**config.mk**
```make
export PLATFORM = sky130hd
export DESIGN_NAME = crc_lfsr_pipelined
export DESIGN_NICKNAME = d
export VERILOG_FILES = /design/src/rtl/crc_lfsr_pipelined.sv
export SDC_FILE = /design/constraint.sdc
export NUM_CORES = 1
export LEC_CHECK = 0
export CORE_ASPECT_RATIO = 0.7
export CORE_MARGIN = 2
export CORE_UTILIZATION = 56
export CTS_BUF_LIST = sky130_fd_sc_hd__clkbuf_8
export CTS_CLUSTER_SIZE = 30
export DETAILED_ROUTE_END_ITERATION = 6
export GPL_TIMING_DRIVEN = 0
export MAX_ROUTING_LAYER = met4
export PLACE_DENSITY = 0.82
export SETUP_SLACK_MARGIN = 0.5
export SLEW_MARGIN = 0
export SYNTH_ARGS = -nofsm -noshare
export SYNTH_HDL_FRONTEND = slang
export SYNTH_SLANG_ARGS = --single-unit
```
**constraint.sdc**
```tcl
create_clock -name clk -period 1.5 [get_ports clk]
set_clock_uncertainty 0.1 [all_clocks]
set_input_delay 0.15 -clock clk [delete_from_list [all_inputs] [get_ports clk]]
set_output_delay 0.15 -clock clk [all_outputs]
set_load 0.05 [all_outputs]
```
**src/rtl/crc_lfsr_pipelined.sv**
```systemverilog
// Pipelined CRC generator/checker: STAGES-deep unfolded LFSR, each stage folds one message slice.
// Latency STAGES cycles; one global advance (adv) freezes every stage while out_valid && !out_ready.
module crc_lfsr_pipelined #(
  parameter int               MSG_W   = 10,
  parameter int               CRC_W   = 8,
  parameter logic [CRC_W-1:0] POLY    = 8'h07,
  parameter logic [CRC_W-1:0] INIT    = '0,
  parameter logic [CRC_W-1:0] XOR_OUT = '0,
  parameter int               STAGES  = 4
) (
  input  logic                   clk,
  input  logic                   reset,
  input  logic                   in_valid,
  output logic                   in_ready,
  input  logic [MSG_W-1:0]       data_in,
  input  logic [CRC_W-1:0]       crc_in,
  input  logic                   check_mode,
  output logic                   out_valid,
  input  logic                   out_ready,
  output logic [MSG_W+CRC_W-1:0] data_out,
  output logic [CRC_W-1:0]       crc_out,
  output logic                   crc_err
);

  localparam int CHUNK = (MSG_W + STAGES - 1) / STAGES;

  // Stage k folds message bits MSG_W-1-k*CHUNK downward; indices below 0 are skipped.
  function automatic logic [CRC_W-1:0] fold(input logic [CRC_W-1:0] rem,
                                            input logic [MSG_W-1:0] msg,
                                            input int k);
    logic [CRC_W-1:0] r;
    logic [MSG_W-1:0] sh;
    logic             fb;
    int               idx;
    r = rem;
    for (int j = 0; j < CHUNK; j++) begin
      idx = MSG_W - 1 - k * CHUNK - j;
      if (idx >= 0) begin
        sh = msg >> idx;
        fb = r[CRC_W-1] ^ sh[0];
        r  = {r[CRC_W-2:0], 1'b0} ^ (fb ? POLY : '0);
      end
    end
    return r;
  endfunction

  logic adv;
  assign adv      = !out_valid || out_ready;
  assign in_ready = adv;

  logic             c_vld  [STAGES];
  logic [CRC_W-1:0] c_rem  [STAGES];
  logic [MSG_W-1:0] c_msg  [STAGES];
  logic [CRC_W-1:0] c_crc  [STAGES];
  logic             c_mode [STAGES];

  assign c_vld[0]  = in_valid;
  assign c_rem[0]  = INIT;
  assign c_msg[0]  = data_in;
  assign c_crc[0]  = crc_in;
  assign c_mode[0] = check_mode;

  for (genvar k = 0; k < STAGES; k++) begin : g_stage
    logic [CRC_W-1:0] rem_d;
    assign rem_d = fold(c_rem[k], c_msg[k], k);

    if (k < STAGES - 1) begin : g_mid
      logic             vld_q;
      logic [CRC_W-1:0] rem_q;
      logic [MSG_W-1:0] msg_q;
      logic [CRC_W-1:0] crc_q;
      logic             mode_q;

      always_ff @(posedge clk) begin
        if (reset) begin
          vld_q  <= 1'b0;
          rem_q  <= '0;
          msg_q  <= '0;
          crc_q  <= '0;
          mode_q <= 1'b0;
        end else if (adv) begin
          vld_q  <= c_vld[k];
          rem_q  <= rem_d;
          msg_q  <= c_msg[k];
          crc_q  <= c_crc[k];
          mode_q <= c_mode[k];
        end
      end

      assign c_vld[k+1]  = vld_q;
      assign c_rem[k+1]  = rem_q;
      assign c_msg[k+1]  = msg_q;
      assign c_crc[k+1]  = crc_q;
      assign c_mode[k+1] = mode_q;
    end else begin : g_last
      // The final stage doubles as the output register, so latency stays at STAGES.
      logic             vld_q;
      logic             err_q;
      logic             err_d;
      logic [CRC_W-1:0] crc_q;
      logic [CRC_W-1:0] crc_d;
      logic [MSG_W-1:0] msg_q;

      assign crc_d = rem_d ^ XOR_OUT;
      assign err_d = c_mode[k] && (crc_d != c_crc[k]);

      always_ff @(posedge clk) begin
        if (reset) begin
          vld_q <= 1'b0;
          err_q <= 1'b0;
          crc_q <= '0;
          msg_q <= '0;
        end else if (adv) begin
          vld_q <= c_vld[k];
          err_q <= err_d;
          crc_q <= crc_d;
          msg_q <= c_msg[k];
        end
      end

      assign out_valid = vld_q;
      assign crc_out   = crc_q;
      assign data_out  = {msg_q, crc_q};
      assign crc_err   = err_q;
    end
  end

endmodule

```
# Yosys cells after proc, flatten, opt, wreduce, memory -nomap -nowiden
# Cells that the tools add are included.
op_classes:
  bitwise_logic: 18
  n_reduce_logical: 3
  n_mux: 10
  n_eq_ne: 1
ops:
  columns: ["operator", "n"]
  rows:
  - ["$xor 8x3->8", 7]
  - ["$mux 3", 10]
  - ["$ne 8x8->1", 1]
  - ["$xor 1x1->1", 7]
  - ["$xor 5x3->5", 1]
  - ["$xor 4x3->4", 1]
  - ["$xor 1x1->1 const A", 2]
  - ["$logic_and 1x1->1", 1]
  - ["$logic_not 1->1", 1]
  - ["$logic_or 1x1->1", 1]
word_totals:
  word_cells: 51
  out_inout_bits: 29
  reg_bits: 104
  input_bits: 23

# Logic depth before layout (Yosys ltp)
logic_depth:
  ltp_word: 9
  depth_mapped: 6
  depth_no_buf: 4

# Worst setup path after synthesis
# Ideal clock, no wire load.
synth_path:
  path_type: "register to register"
  start: "register g_stage[3].g_last.vld_q, in the netlist out_valid"
  end: "register g_stage[2].g_mid.rem_q[3]"
  setup_time_ns: 0.065
  setup_slack_ns: -0.510
  required_time_ns: 1.335
  arrival_ns: 1.845
  period_less_slack_ns: 2.010
  path_stages_with_launch: 7
  path_buffers: 2
  cell_sequence: "dfxtp_1 > nor2b_1 > inv_2 > buf_2 > buf_1 > nand4b_1 > nand3_1"
synth_between:
  elab_chain_len: 2
synth_rtl:
  columns: ["element", "line", "text"]
  rows:
  - ["from (decl)", "97", "logic vld_q;"]
  - ["from (signal assigned)", "114", "vld_q <= c_vld[k];"]
  - ["$logic_not 1->1", "48", "assign adv = !out_valid || out_ready;"]
  - ["$logic_or 1x1->1", "48", null]
  - ["named net in_ready", "14", "output logic in_ready,"]
  - ["to (signal assigned)", "83", "rem_q <= rem_d;"]
  - ["to (decl)", "69", "logic [CRC_W-1:0] rem_q;"]
# The timed path passes the listed nets, and every way through them passes these cells.
# A chain may end at the register's enable or synchronous reset.

# Worst setup path in the final report
layout_path:
  start: "register g_stage[3].g_last.vld_q, in the netlist out_valid"
  end: "register g_stage[2].g_mid.rem_q[4]"
layout_between:
  elab_chain_len: 2
layout_rtl:
  columns: ["element", "line"]
  rows:
  - ["$logic_not 1->1", "48"]
  - ["$logic_or 1x1->1", "48"]
# No other way between the ends.

==> results.md <==
- Outcome: finished with violations
- Setup slack after layout: -0.0955 ns
- Post-Syn Instances: 452
- Max-cap viol count: 0
- CTS Hold Bufs: 0
- Final worst path period share: 106%
- Drt wl/cell: 19.0 um
- Total global routing overflow: 0
- Number of port buffers: 50
- Tot GR Track Use: 32.0%
- Largest net degree at the start of global routing: 15
- Die W: 100 um
- Async S/R FF share, synth: 0%
- DRT iter0 DRCs: 329
- Count of different cell masters after synthesis: 23
- Max-slew violations: 0
- Slowest cell on crit path: dfxtp_4
- CP Capture Type: flip-flop
- Core box area: 0.00625 mm^2
- Clock-pin slew on the worst setup and hold paths: 0.10 ns
- Reg2reg end: g_stage[2].g_mid.rem_q[4]
- Hold WC Path Type: input pin to flip-flop
- Initial core utilization: 57.9%
- Crit path arrival time: 1.79 ns
- Clock Path Buffers: 2
- Routed vias: 3,604
- Leak Pwr: 2.08 nW
- Total power draw: 5.23 mW
- Number of buffers and inverters on the critical path: 4
- CTS tree: built
- CTS buffer count: 9
- Vias per std cell: 5.85
- Sequential fraction of the synthesis area: 53.7%
- Synthesis Warnings: 0
- Final Instance Area: 0.00538 mm^2
- Pre-CTS setup slack: -0.697 ns
- Highest clock rate: 627 MHz
- HPWL Detailed: 6.10 mm
- Post-Syn Area per Cell: 7.99 um^2
- Worst IR Drop VDD: 0.776 mV
- Clock sinks: 97
- Placed Area: 0.00437 mm^2
- Critical Path Start Type: flip-flop
- P&R area growth vs syn: 49.0%
- RSZ-0062 raised after global routing: true
- Root Buffer: clkbuf_8
- Endpoints failing setup: 10
- # rows: 24
- Reg2Reg Setup Slack: -0.1 ns
- WS Path Type: flip-flop to flip-flop
- Commonest cells after routing, fill and taps aside: nand2_1, dfxtp_1, a21oi_1
- WP depth: 7
- Vert. Die Dim: 71.2 um
- First-pass GRT wire length: 16.9 mm
- Slew @ Worst Pin: 0.642 ns
- Nets@finish: 557
- Top-Level Pins: 52
- Failing checks: negative setup slack
- CP startpoint: out_valid
- Diode count: 0
- Cell area power density: 971 mW/mm^2
- Die area: 0.00712 mm^2
- End of the critical path: g_stage[2].g_mid.rem_q[4]
- R2r worst-path depth: 7
- Total iterations of the first detailed-routing run: 5
- Post-synth EDFFs: 0
- DRC: 0
- Hold violation count in the final report: 0
- Post-synth top flop: dfxtp_1
- Area of the multi-input gates: 0.00174 mm^2
- Final min period: 1.60 ns
- CP Cell Sequence: nor2b_4, buf_4, buf_12, buf_8, bufbuf_16, nand2_1, a21oi_1
- ANT nets after route: 0
- CP peak stage delay: 0.35 ns
- Critical Path RT: 1.70 ns
- Initial antenna violation count: 0
- H-tree levels: 3
- Filler cells: 305
- DRT Wirelength: 11.7 mm
- Vias in the first global route: 3,431
- Synthesis-stage register bit count: 97
- Max FO, Critical Path: 6
- Area occupied by registers: 0.00199 mm^2
- Gp weighted congestion: 0.899
- Syn Nets: 475
- CP delay by family, top: buffers and inverters
- Slew HR: 57.2%
- Layout cells sized above 1: 31.6%
- R2r startpoint: out_valid
- Synthesized area: 0.00361 mm^2
- Commonest non-fill, non-tap cell in the layout: nand2_1
- Clk Latency, worst-skew pair: 0.36 ns
-- timing repair --
item,4_1_cts,5_1_grt
endpoints found under the setup margin,126,126
pin swaps,2,1
setup buffers,11,6
cloned,3,1
resized for setup,294,56
endpoints found under the hold margin,0,0
-- cell type report --
| type | instances | share of cell area [%] |
|---|---|---|
| clock buffer | 10 | 2.56 |
| tap | 78 | 1.81 |
| buffer | 40 | 9.11 |
| multi-input combinational | 313 | 32.2 |
| clock inverter | 5 | 0.442 |
| timing repair buffer | 71 | 16.7 |
| sequential | 97 | 37.0 |
| inverter | 2 | 0.186 |
-- flip-flops by register name (all words and copies together) (netlist names) --
register              cells
g_stage.g_mid.rem_q      19
g_stage.g_mid.vld_q       3
g_stage.g_mid.crc_q      24
g_stage.g_mid.mode_q      3
crc_out                   8
g_stage.g_mid.msg_q      28
g_stage.g_last.msg_q     10
crc_err                   1
out_valid                 1
-- cell usage after synthesis (all sizes together), types with 2 or more instances --
master	count	area, um^2
clkbuf	21	78.8
nor2	10	37.5
nand2	174	653
inv	2	7.50
a21oi	86	430
dfxtp	97	1940
a211oi	8	65.1
buf	19	110
nand4	2	12.5
xnor2	24	210
-- how the worst min path moves through the flow --
stage,from,to,slack [ns],cells past startpoint
2_1_floorplan,crc_in[0],g_stage[0].g_mid.crc_q[0],0.19,2
3_3_place_gp,g_stage[0].g_mid.vld_q,g_stage[0].g_mid.vld_q,0.34,2
3_5_place_dp,g_stage[0].g_mid.msg_q[0],g_stage[0].g_mid.msg_q[0],0.34,2
4_1_cts,check_mode,g_stage[0].g_mid.mode_q,0.22,3
5_1_grt,data_in[4],g_stage[0].g_mid.msg_q[4],0.24,3
6_report,check_mode,g_stage[0].g_mid.mode_q,0.22,3
-- kinds of logic (layout without fill, tap and decap cells) --
group | after synthesis | in the layout | share of synthesized area [%]
buffers and inverters | 42 | 128 | 5.44
AOI/OAI and AO/OA | 96 | 96 | 14.2
and+or+nand+nor | 192 | 192 | 20.6
xor gates and xnor gates | 25 | 25 | 6.06
DFF | 97 | 97 | 53.7
-- tightest hold or removal path: stages --
cell and delay [ns]:
clkdlybuf4s50_1 0.39, nand2_1 0.06, a21oi_1 0.06
-- report_power, final --
part,total [mW],switching (mW),internal (mW)
sequential,2.85,0.138,2.71
combinational,0.870,0.459,0.410
clock,1.51,0.886,0.624
-- per-layer routing --
metal  GRT usage, %  routed length (um)  vias up
met1           37.6                4510     1693
met3           8.70                1050       64
met2           51.8                5580      224
met4           14.3                 586        0
li1               -                   -     1623
met5              -                   0        -
-- per-stage QoR --
step                      TNS, ns  utilization [%]  hold slack, ns  std cells
final                      -0.461             86.2           0.224        616
after global routing        -1.02             86.2           0.236        616
after CTS                 -0.0441             82.4           0.217        609
after detailed placement    -2.96             69.9           0.344        580
after global placement      -1.64             69.9           0.339        580
after floorplan                 0                -           0.190        452
Note: power is estimated with default switching activity, not from simulation.
